===== src/rtl/tick_gen_if.sv =====
// rtl/tick_gen_if.sv - divided-clock inputs, source select and tick/status outputs of tick_gen
interface tick_gen_if #(
  parameter int CNT_W = 16
);
  logic             clk_div2_i;
  logic             clk_div4_i;
  logic             clk_div8_i;
  logic             clk_div16_i;
  logic [1:0]       sel_i;
  logic             en_i;
  logic             tick_o;
  logic [CNT_W-1:0] tick_cnt_o;
  logic             locked_o;
  logic             stall_o;

  modport master (
    output clk_div2_i, clk_div4_i, clk_div8_i, clk_div16_i, sel_i, en_i,
    input  tick_o, tick_cnt_o, locked_o, stall_o
  );

  modport slave (
    input  clk_div2_i, clk_div4_i, clk_div8_i, clk_div16_i, sel_i, en_i,
    output tick_o, tick_cnt_o, locked_o, stall_o
  );
endinterface


===== src/rtl/tick_gen.sv =====
// rtl/tick_gen.sv - resynchronises a selected divided clock into clk_i and emits one-cycle ticks
// Stall detection (gap counter + STALL state) is built only when TICK_GEN_STALL_DET_EN is defined.
module tick_gen #(
  parameter int SYNC_STAGES  = 2,
  parameter int CNT_W        = 16,
  parameter int STALL_CYCLES = 64
) (
  input logic       clk_i,
  input logic       rstn_i,
  tick_gen_if.slave bus
);

  typedef enum logic [1:0] {
    S_IDLE,
    S_ARM,
`ifdef TICK_GEN_STALL_DET_EN
    S_STALL,
`endif
    S_RUN
  } state_t;

  // Out-of-range parameters elaborate into a visibly named scope.
  if (SYNC_STAGES < 2 || STALL_CYCLES < 2) begin : g_illegal_parameter_value
  end

  logic [3:0]             w_async;
  logic [SYNC_STAGES-1:0] r_sync [4];
  logic [1:0]             r_sel_q;
  logic                   r_mux;
  logic                   r_prev;
  logic                   w_rise;
  logic                   w_sel_chg;

  state_t                 r_state;
  logic                   r_tick;
  logic [CNT_W-1:0]       r_tick_cnt;
  logic                   r_locked;

`ifdef TICK_GEN_STALL_DET_EN
  localparam int GAP_W = $clog2(STALL_CYCLES + 1);
  logic [GAP_W-1:0]       r_gap;
  logic                   r_stall;
`endif

  assign w_async = {bus.clk_div16_i, bus.clk_div8_i, bus.clk_div4_i, bus.clk_div2_i};

  // The mux output is registered so a select change never glitches into the edge detector.
  always_ff @(posedge clk_i or negedge rstn_i) begin
    if (!rstn_i) begin
      for (int i = 0; i < 4; i++) r_sync[i] <= '0;
      r_sel_q <= 2'd0;
      r_mux   <= 1'b0;
      r_prev  <= 1'b0;
    end else begin
      for (int i = 0; i < 4; i++) r_sync[i] <= {r_sync[i][SYNC_STAGES-2:0], w_async[i]};
      r_sel_q <= bus.sel_i;
      r_mux   <= r_sync[r_sel_q][SYNC_STAGES-1];
      r_prev  <= r_mux;
    end
  end

  assign w_rise    = r_mux & ~r_prev;
  assign w_sel_chg = (bus.sel_i != r_sel_q);

  always_ff @(posedge clk_i or negedge rstn_i) begin
    if (!rstn_i) begin
      r_state    <= S_IDLE;
      r_tick     <= 1'b0;
      r_tick_cnt <= '0;
      r_locked   <= 1'b0;
`ifdef TICK_GEN_STALL_DET_EN
      r_gap      <= '0;
      r_stall    <= 1'b0;
`endif
    end else begin
      r_tick <= 1'b0;
`ifdef TICK_GEN_STALL_DET_EN
      r_gap  <= '0;
`endif
      if (!bus.en_i) begin
        r_state    <= S_IDLE;
        r_tick_cnt <= '0;
        r_locked   <= 1'b0;
`ifdef TICK_GEN_STALL_DET_EN
        r_stall    <= 1'b0;
`endif
      end else if (r_state != S_IDLE && w_sel_chg) begin
        r_state  <= S_ARM;
        r_locked <= 1'b0;
`ifdef TICK_GEN_STALL_DET_EN
        r_stall  <= 1'b0;
`endif
      end else begin
        case (r_state)
          S_IDLE: begin
            r_state    <= S_ARM;
            r_tick_cnt <= '0;
          end
          // The first rise after arming only proves the new source is alive.
          S_ARM: begin
            if (w_rise) begin
              r_state  <= S_RUN;
              r_locked <= 1'b1;
            end
          end
          S_RUN: begin
            if (w_rise) begin
              r_tick     <= 1'b1;
              r_tick_cnt <= r_tick_cnt + CNT_W'(1);
            end
`ifdef TICK_GEN_STALL_DET_EN
            else if (r_gap == GAP_W'(STALL_CYCLES - 1)) begin
              r_state  <= S_STALL;
              r_locked <= 1'b0;
              r_stall  <= 1'b1;
            end else begin
              r_gap <= r_gap + GAP_W'(1);
            end
`endif
          end
`ifdef TICK_GEN_STALL_DET_EN
          S_STALL: begin
            if (w_rise) begin
              r_state    <= S_RUN;
              r_locked   <= 1'b1;
              r_stall    <= 1'b0;
              r_tick     <= 1'b1;
              r_tick_cnt <= r_tick_cnt + CNT_W'(1);
            end
          end
`endif
          default: r_state <= S_IDLE;
        endcase
      end
    end
  end

  assign bus.tick_o     = r_tick;
  assign bus.tick_cnt_o = r_tick_cnt;
  assign bus.locked_o   = r_locked;
`ifdef TICK_GEN_STALL_DET_EN
  assign bus.stall_o    = r_stall;
`else
  assign bus.stall_o    = 1'b0;
`endif

endmodule

===== src/flat_wrapper.sv =====
// flat-port wrapper written by rule: the top's interface ports become plain ports
module tick_gen_flat 
#(
  parameter int SYNC_STAGES  = 2,
  parameter int CNT_W        = 16,
  parameter int STALL_CYCLES = 64
)
  (clk_i, rstn_i, bus_clk_div2_i, bus_clk_div4_i, bus_clk_div8_i, bus_clk_div16_i, bus_sel_i, bus_en_i, bus_tick_o, bus_tick_cnt_o, bus_locked_o, bus_stall_o);
  tick_gen_if #(.CNT_W(CNT_W)) bus_i ();
  input logic clk_i;
  input logic rstn_i;
  input wire logic [$bits(bus_i.clk_div2_i)-1:0] bus_clk_div2_i;
  input wire logic [$bits(bus_i.clk_div4_i)-1:0] bus_clk_div4_i;
  input wire logic [$bits(bus_i.clk_div8_i)-1:0] bus_clk_div8_i;
  input wire logic [$bits(bus_i.clk_div16_i)-1:0] bus_clk_div16_i;
  input wire logic [$bits(bus_i.sel_i)-1:0] bus_sel_i;
  input wire logic [$bits(bus_i.en_i)-1:0] bus_en_i;
  output wire logic [$bits(bus_i.tick_o)-1:0] bus_tick_o;
  output wire logic [$bits(bus_i.tick_cnt_o)-1:0] bus_tick_cnt_o;
  output wire logic [$bits(bus_i.locked_o)-1:0] bus_locked_o;
  output wire logic [$bits(bus_i.stall_o)-1:0] bus_stall_o;
  assign bus_i.clk_div2_i = bus_clk_div2_i;
  assign bus_i.clk_div4_i = bus_clk_div4_i;
  assign bus_i.clk_div8_i = bus_clk_div8_i;
  assign bus_i.clk_div16_i = bus_clk_div16_i;
  assign bus_i.sel_i = bus_sel_i;
  assign bus_i.en_i = bus_en_i;
  assign bus_tick_o = bus_i.tick_o;
  assign bus_tick_cnt_o = bus_i.tick_cnt_o;
  assign bus_locked_o = bus_i.locked_o;
  assign bus_stall_o = bus_i.stall_o;
  tick_gen #(.SYNC_STAGES(SYNC_STAGES), .CNT_W(CNT_W), .STALL_CYCLES(STALL_CYCLES)) u_core (.clk_i(clk_i), .rstn_i(rstn_i), .bus(bus_i));
endmodule

===== config.mk =====
export PLATFORM = sky130hd
export DESIGN_NAME = tick_gen_flat
export DESIGN_NICKNAME = d
export VERILOG_FILES = /design/src/rtl/tick_gen_if.sv /design/src/rtl/tick_gen.sv /design/src/flat_wrapper.sv
export SDC_FILE = /design/constraint.sdc
export NUM_CORES = 1
export LEC_CHECK = 0
export CAP_MARGIN = 20
export CORE_ASPECT_RATIO = 0.6
export CORE_UTILIZATION = 30
export DETAILED_ROUTE_END_ITERATION = 16
export GPL_ROUTABILITY_DRIVEN = 0
export PLACE_DENSITY = 0.57
export SYNTH_ARGS = -nofsm -noshare
export SYNTH_HDL_FRONTEND = slang
export SYNTH_SLANG_ARGS = --single-unit
export TNS_END_PERCENT = 10

===== constraint.sdc =====
create_clock -name clk_i -period 4 [get_ports clk_i]
set_clock_uncertainty 0.1 [all_clocks]
set_input_delay 0.4 -clock clk_i [delete_from_list [all_inputs] [get_ports clk_i]]
set_output_delay 0.4 -clock clk_i [all_outputs]
set_load 0.02 [all_outputs]

# Word level (Yosys, flattened, before mapping)
# Cells that the tools add are included.
# W data, S select, Z words.
[totals]
input_bits = 9
wordCells = 51
out_inout_bits = 19
ff_bits = 32
[op_classes]
order_cmp = 1
add_sub_neg = 1
bitwise = 3
reduce_logical = 6
n_eq_ne = 10
muxes = 19
[ops]
columns = ["cell", "count"]
rows = [
  ["$mux W16", 3],
  ["$pmux W16 S2", 1],
  ["$add A16 B1 Y16 const B", 1],
  ["$mux W2", 5],
  ["$ne A3 B1 Y1 const B", 3],
  ["$mux W1", 8],
  ["$ne A3 B2 Y1 const B", 2],
  ["$pmux W2 S3", 1],
  ["$bmux W2 S2", 1],
  ["$ne A4 B2 Y1 const B", 1],
  ["$reduce_and A2 Y1", 2],
  ["$ge A3 B3 Y1 const B", 1],
  ["$not A2 Y3", 1],
  ["$reduce_and A3 Y1", 1],
  ["$eq A2 B1 Y1 const B", 1],
  ["$eq A2 B2 Y1 const B", 1],
  ["$logic_not A2 Y1", 1],
  ["$ne A2 B2 Y1", 1],
  ["$ne A2 B2 Y1 const B", 1],
  ["$reduce_bool A2 Y1", 1],
  ["$and A1 B1 Y1", 1],
  ["$logic_and A1 B1 Y1", 1],
  ["$not A1 Y1", 1],
]

# Logic depth before layout (Yosys ltp)
# Gate-level depths: netlist (run 1).
[logic_depth]
depth_word = 6
depth_mapped = 7

# Least setup slack after synthesis (run 1)
# No wires, ideal clock.
[synth_timing]
path_type = "register to register"
from = "reg u_core.r_tick_cnt[2], in the netlist u_core.bus.tick_cnt_o[2]"
to = "reg u_core.r_tick_cnt[15], in the netlist u_core.bus.tick_cnt_o[15]"
path_stages_with_launch = 5
synth_period_minus_slack_ns = 1.718
slack_ns = 2.282
t_arrival_ns = 1.492
setup_ns = 0.126
cell_sequence = "dfrtp_1 -> and3_1 -> nand4_1 -> o311a_1 -> a221o_1"
[synth_between]
elab_chain_cells = 5
[synth_rtl]
columns = ["item", "line_no", "rtl"]
rows = [
  ["start: declaration", "tick_gen.sv:36", "logic [CNT_W-1:0] r_tick_cnt;"],
  ["start signal: assignment", "tick_gen.sv:109", "r_tick_cnt <= r_tick_cnt + CNT_W'(1);"],
  ["$add A16 B1 Y16", "tick_gen.sv:109", ""],
  ["$mux W16", "tick_gen.sv:107", "if (w_rise) begin"],
  ["$pmux W16 S2", "tick_gen.sv:94", "case (r_state)"],
  ["$mux W16", "tick_gen.sv:87", "end else if (r_state != S_IDLE && w_sel_chg) begin"],
  ["$mux W16", "tick_gen.sv:80", "if (!bus.en_i) begin"],
]
# No other way between the ends. The select of a mux whose other input is x is not followed.
# A chain may end at the register's enable or synchronous reset.

# Worst setup path in the final report (run 1)
[layout_timing]
from = "in bus_en_i"
to = "reg u_core.r_tick_cnt[13], in the netlist u_core.bus.tick_cnt_o[13]"
[layout_between]
elab_chain_cells = 2
elab_cells_between_ends = 5
classes_between = "3 x eq/ne; 1 x mux; 1 x reduce/logical"
[layout_rtl]
columns = ["item", "line_no", "rtl"]
rows = [
  ["start: declaration", "flat_wrapper.sv:17", "input wire logic [$bits(bus_i.en_i)-1:0] bus_en_i;"],
  ["$ne A3 B2 Y1 (no line) (tied with other cells)", "n/a", ""],
  ["$reduce_and A3 Y1 (no line)", "n/a", ""],
]
# Parallel ways exist; a longest one is shown, timed or not.

==> results.py, run 1 <==
metrics = {
    "yosys": {
        "synth_seq_area_share": 0.523,
        "post_synth.cell_area_avg_sq_um": 10.7,
        "syn-num-nets": 153,
        "synthesis.instances": 143,
        "synth_ff_type": "dfrtp_1",
        "syn_area_sq_um": 1530,
        "synth.distinct_cells": 45,
        "yosys_warnings": 0,
        "async_reset_ff_frac": 1.00,
        "synth_edf_count": 0,
        "ys_seq_elements": 32,
    },
    "critical_path": {
        "timing.rr.start": "u_core.r_state[0]",
        "cp_max_fo": 10,
        "crit_path_end_kind": "flop",
        "worst_ep_arrival_time_ns": 2.25,
        "crit_slowest_cell": "clkdlybuf4s50_1",
        "reg2reg_slack_ns": 2.02,
        "worstSetupStartpoint": "bus_en_i",
        "path_delay_family": "simple AND/OR/NAND/NOR gates",
        "crit_path_start_kind": "input port",
        "path_cells": "clkdlybuf4s50_1 -> and3b_1 -> nand4_4 -> or4_1 -> nand3_1",
        "path_class": "in -> reg",
        "max_stage_delay_ns": 0.60,
        "cp.required_ns": 4.13,
        "path_buf_inv": 1,
    },
    "die": {
        "rows": 19,
        "coreArea_sq_um": 4730,
        "dieArea_sq_um": 5400,
        "die_h_um": 57.3,
        "ios": 28,
        "start_util": 0.323,
        "die_width_um": 94.2,
    },
    "pwr": {
        "cellLeakagePower_uw": 0.000823,
        "powerDensity_nw_per_um2": 329,
        "ir_worst_vdd_mv": 0.157,
    },
    "min_path": {
        "hp-start": "u_core.r_sync[0]",
        "hold_class": "reg -> reg",
    },
    "finish": {
        "postLayoutCoreUtil": 0.409,
        "syn_to_final_growth_pct": 26.5,
        "antenna_cells_inserted": 0,
        "nNetsFinal": 182,
        "drive_gt1_frac": 0.0694,
        "final_area_sq_um": 1940,
    },
    "global_routing": {
        "grtUsageMet2": 0.213,
        "use_met1": 0.201,
        "top_usage_layer": "met2",
        "grtUsageTotal": 0.147,
        "use_met3": 0.0493,
        "grt_pass1_wl_mm": 5.95,
        "grt-ovfl-total": 0,
        "grt_max_degree": 33,
        "grt_pass1_vias": 1262,
        "antenna_found_initial": 0,
    },
    "sta": {
        "final.setup.tns_ns": 0,
        "report.final.hold_viol_count": 0,
        "worst_hold_slack_ns": 0.248,
        "fmax_ghz": 0.471,
        "min_period_ns": 2.12,
        "setup_viol": 0,
        "rsz0062_at_grt": "no",
        "slew_violations": 0,
        "fin_crit_sh": 0.531,
    },
    "clocking": {
        "cts_inserted_buffers": 5,
        "clk_pin_slew_ns": 0.07,
        "ctsResizeCount": 0,
        "post-cts-setup-buffers": 0,
        "cts_num_sinks": 32,
        "root_buffer": "clkbuf_8",
        "cts_tree": "done",
        "cts_buffer_depth": 2,
        "hold_buffers": 0,
        "clock_latency_ns": 0.29,
        "htree_levels": 2,
    },
    "routing": {
        "first_pass_iters": 4,
        "drcViolationCount": 0,
        "ant_nets": 0,
        "viasPerCell": 5.35,
        "drt_iter0_drc": 92,
        "wl_per_cell_um": 14.8,
        "num_vias": 1262,
        "wl_mm": 3.50,
    },
    "place": {
        "port_buffers": 26,
        "placed_area_sq_um": 1850,
        "hpwl_mm": 2.57,
    },
    "job": {
        "maxCapViolations": 0,
    },
    "outcome": {
        "outcome": "completed",
    },
}
## flip-flops by register name, summed over array words and instances (netlist names)
| name | cells |
|---|---|
| u_core.r_sel_q | 2 |
| u_core.r_sync | 8 |
| u_core.bus.tick_o | 1 |
| u_core.r_prev | 1 |
| u_core.bus.tick_cnt_o | 16 |
| u_core.r_mux | 1 |
| u_core.r_state | 2 |
| u_core.bus.locked_o | 1 |
## stage by stage
stage	worst slack (ns)	instances	power, uW
after floorplan	2.28	143	367
after global placement	1.67	228	389
after CTS	1.88	236	644
after global routing	1.78	236	665
final	1.88	236	637
after detailed placement	1.58	228	390
## final timing paths
| path | end | cells past startpoint |
|---|---|---|
| max reg2reg | u_core.bus.tick_cnt_o[13] | 4 |
| min in group asynchronous | u_core.r_sel_q[1] | 2 |
| min reg2reg | u_core.r_sync[1] | 0 |
| max in group asynchronous | u_core.bus.tick_cnt_o[14] | 2 |
| max | u_core.bus.tick_cnt_o[13] | 5 |
| min | u_core.r_sync[1] | 0 |
## layout by cell type, fill, tap and decap left out, types with 3 or more instances in the layout
cell / instances
and2_1: 3
and3_1: 6
inv_1: 7
a21oi_1: 8
o21a_1: 3
nor3_1: 4
a21o_1: 4
nand2_1: 10
clkbuf_8: 6
o21ai_0: 10
clkdlybuf4s50_1: 26
nand3_1: 9
dfrtp_1: 32
nand4_1: 4
## synth_stat cells, types with 3 or more instances
master | instances | area, sq um
dfrtp_1 | 32 | 801
a21o_1 | 4 | 30.0
nand2_1 | 10 | 37.5
and3_1 | 6 | 37.5
nand3_1 | 9 | 45.0
inv_1 | 7 | 26.3
o21ai_0 | 10 | 50.1
o21a_1 | 3 | 22.5
nor3_1 | 4 | 20.0
a21oi_1 | 8 | 40.0
nand4_1 | 4 | 25.0
and2_1 | 3 | 18.8
## report_power, final
part	leakage (uW)	switching, uW	internal, uW
clock	0.0000455	113	140
sequential	0.000417	6.56	332
combinational	0.000361	26.0	18.9
total	0.000823	146	491
## worst register-to-register path: cells and delay by family, from the launching register on
family | cells | cell delay (ns)
flops | 1 | 0.50
simple gates | 4 | 1.32
## per-layer routing
layer	routed length, um	part of all wire
met1	1640	0.47
met2	1520	0.43
met3	299	0.086
met4	37	0.011
met5	0	0
## final cells by class
type,instances,area (sq um)
clock buffer,8,90.1
timing repair buffer,27,268
tap,63,78.8
fill,453,2800
sequential,32,801
multi-input combinational,99,672
inverter,7,26.3
## cell families after synthesis
family	synth area share
AOI/OAI and AO/OA	0.184
xor gates and xnor gates	0.0327
adders and majority gates	0.00818
buffers and inverters	0.0376
DFF	0.523
muxes	0.0147
other	0.00245
and+or+nand+nor	0.197
Note: power is estimated with default switching activity, not from simulation.
==> inputs of run 2 (changes only) <==
Clock period 4 ns to 2.2 ns, I/O delays scaled along.
==> results.py, run 2 (same netlist as run 1, synthesis figures left out) <==
metrics = {
    "routing": {
        "drcViolationCount": 0,
        "wl_mm": 3.68,
        "num_vias": 1269,
        "first_pass_iters": 4,
        "wl_per_cell_um": 15.5,
        "ant_nets": 0,
        "viasPerCell": 5.33,
        "drt_iter0_drc": 85,
    },
    "global_routing": {
        "use_met3": 0.0440,
        "antenna_found_initial": 0,
        "top_usage_layer": "met1",
        "grt_max_degree": 33,
        "grt_pass1_vias": 1238,
        "grt_pass1_wl_mm": 6.25,
        "grtUsageMet2": 0.222,
        "grtUsageTotal": 0.152,
        "use_met1": 0.229,
        "grt-ovfl-total": 0,
    },
    "sta": {
        "slew_violations": 0,
        "rsz0062_at_grt": "no",
        "setup_viol": 0,
        "min_period_ns": 1.86,
        "report.final.hold_viol_count": 0,
        "fin_crit_sh": 0.847,
        "final.setup.tns_ns": 0,
        "fmax_ghz": 0.537,
        "worst_hold_slack_ns": 0.239,
    },
    "critical_path": {
        "timing.rr.start": "u_core.bus.tick_cnt_o[2]",
        "path_cells": "and3_1 -> nand4_1 -> o311a_1 -> a221o_1",
        "cp_max_fo": 7,
        "crit_path_end_kind": "flop",
        "max_stage_delay_ns": 0.45,
        "cp.required_ns": 2.26,
        "crit_path_start_kind": "flop",
        "path_class": "reg -> reg",
        "worst_ep_arrival_time_ns": 1.92,
        "crit_slowest_cell": "dfrtp_1",
        "worstSetupStartpoint": "u_core.bus.tick_cnt_o[2]",
    },
    "clocking": {
        "cts_num_sinks": 32,
        "ctsResizeCount": 0,
        "clock_latency_ns": 0.28,
        "cts_inserted_buffers": 5,
        "root_buffer": "clkbuf_8",
        "clk_pin_slew_ns": 0.07,
        "hold_buffers": 0,
        "htree_levels": 2,
        "cts_buffer_depth": 2,
        "cts_tree": "done",
        "post-cts-setup-buffers": 0,
    },
    "finish": {
        "antenna_cells_inserted": 0,
        "final_area_sq_um": 1950,
        "layout_common_cells": "32 x dfrtp_1, 26 x clkdlybuf4s50_1, 10 x nand2_1, 10 x o21ai_0, 9 x nand3_1",
        "largest_reg_flops": 16,
        "layout_commonest_cell": "dfrtp_1",
        "multiInputGateArea_sq_um": 672,
        "syn_to_final_growth_pct": 27.6,
        "nNetsFinal": 184,
        "regArea_sq_um": 801,
        "postLayoutCoreUtil": 0.413,
        "drive_gt1_frac": 0.0914,
        "fill_cells": 460,
    },
    "place": {
        "hpwl_mm": 2.69,
        "port_buffers": 26,
        "placed_area_sq_um": 1860,
    },
    "die": {
        "die_h_um": 57.3,
        "rows": 19,
        "die_width_um": 94.2,
        "start_util": 0.323,
        "coreArea_sq_um": 4730,
        "dieArea_sq_um": 5400,
        "ios": 28,
    },
    "pwr": {
        "ir_worst_vdd_mv": 0.369,
        "cellLeakagePower_uw": 0.000839,
        "powerDensity_nw_per_um2": 593,
        "design_power_total_uw": 1160,
    },
    "min_path": {
        "hold_class": "in -> async",
    },
    "job": {
        "maxCapViolations": 0,
    },
    "outcome": {
        "outcome": "completed",
    },
}
-- run 2: cell count changes in the layout (fill, tap and decap cells not counted), sizes merged --
cell    change
buf         +2
clkbuf      -2
clkinv      +2
-- run 2: per-stage QoR --
stage / worst slack (ns) / cells
after floorplan: 0.482 / 143
after global placement: 0.170 / 230
after detailed placement: 0.106 / 230
after CTS: 0.363 / 238
after global routing: 0.222 / 238
final: 0.337 / 238
-- run 2: path summary, 6_finish.rpt --
check | to | slack, ns | cells past startpoint
max | u_core.bus.tick_cnt_o[15] | 0.34 | 4
min | u_core.r_sel_q[0] | 0.24 | 2
max reg2reg | u_core.bus.tick_cnt_o[15] | 0.34 | 4
min reg2reg | u_core.r_sync[5] | 0.25 | 0
max in group asynchronous | u_core.bus.tick_cnt_o[14] | 1.47 | 2
min in group clk_i | u_core.r_sync[5] | 0.25 | 0
-- run 2: area by class of cell --
class,count,share of cell area
flip-flops and latches,32,0.410
repair buffers,29,0.145
clock buffers,6,0.0423
well taps,63,0.0404
inverters,7,0.0135
multi-input cells,99,0.344
clock inverters,2,0.00512
-- run 2: critical path: cells and delay by family (launching register included) --
kind	cells	cell delay (ns)
AO/OA/AOI/OAI	2	0.66
AND/OR/NAND/NOR	2	0.52
flip-flops	1	0.45
-- run 2: layer usage --
layer / up-vias / share of wire
li1: 598 / -
met3: 0 / 0.050
met2: 36 / 0.43
met1: 635 / 0.52
met5: - / 0
met4: 0 / 0
-- run 2: report_power, final --
| part | internal, uW | switching (uW) |
|---|---|---|
| Combinational | 35.6 | 48.3 |
| Clock | 249 | 210 |
| Sequential | 603 | 12.0 |
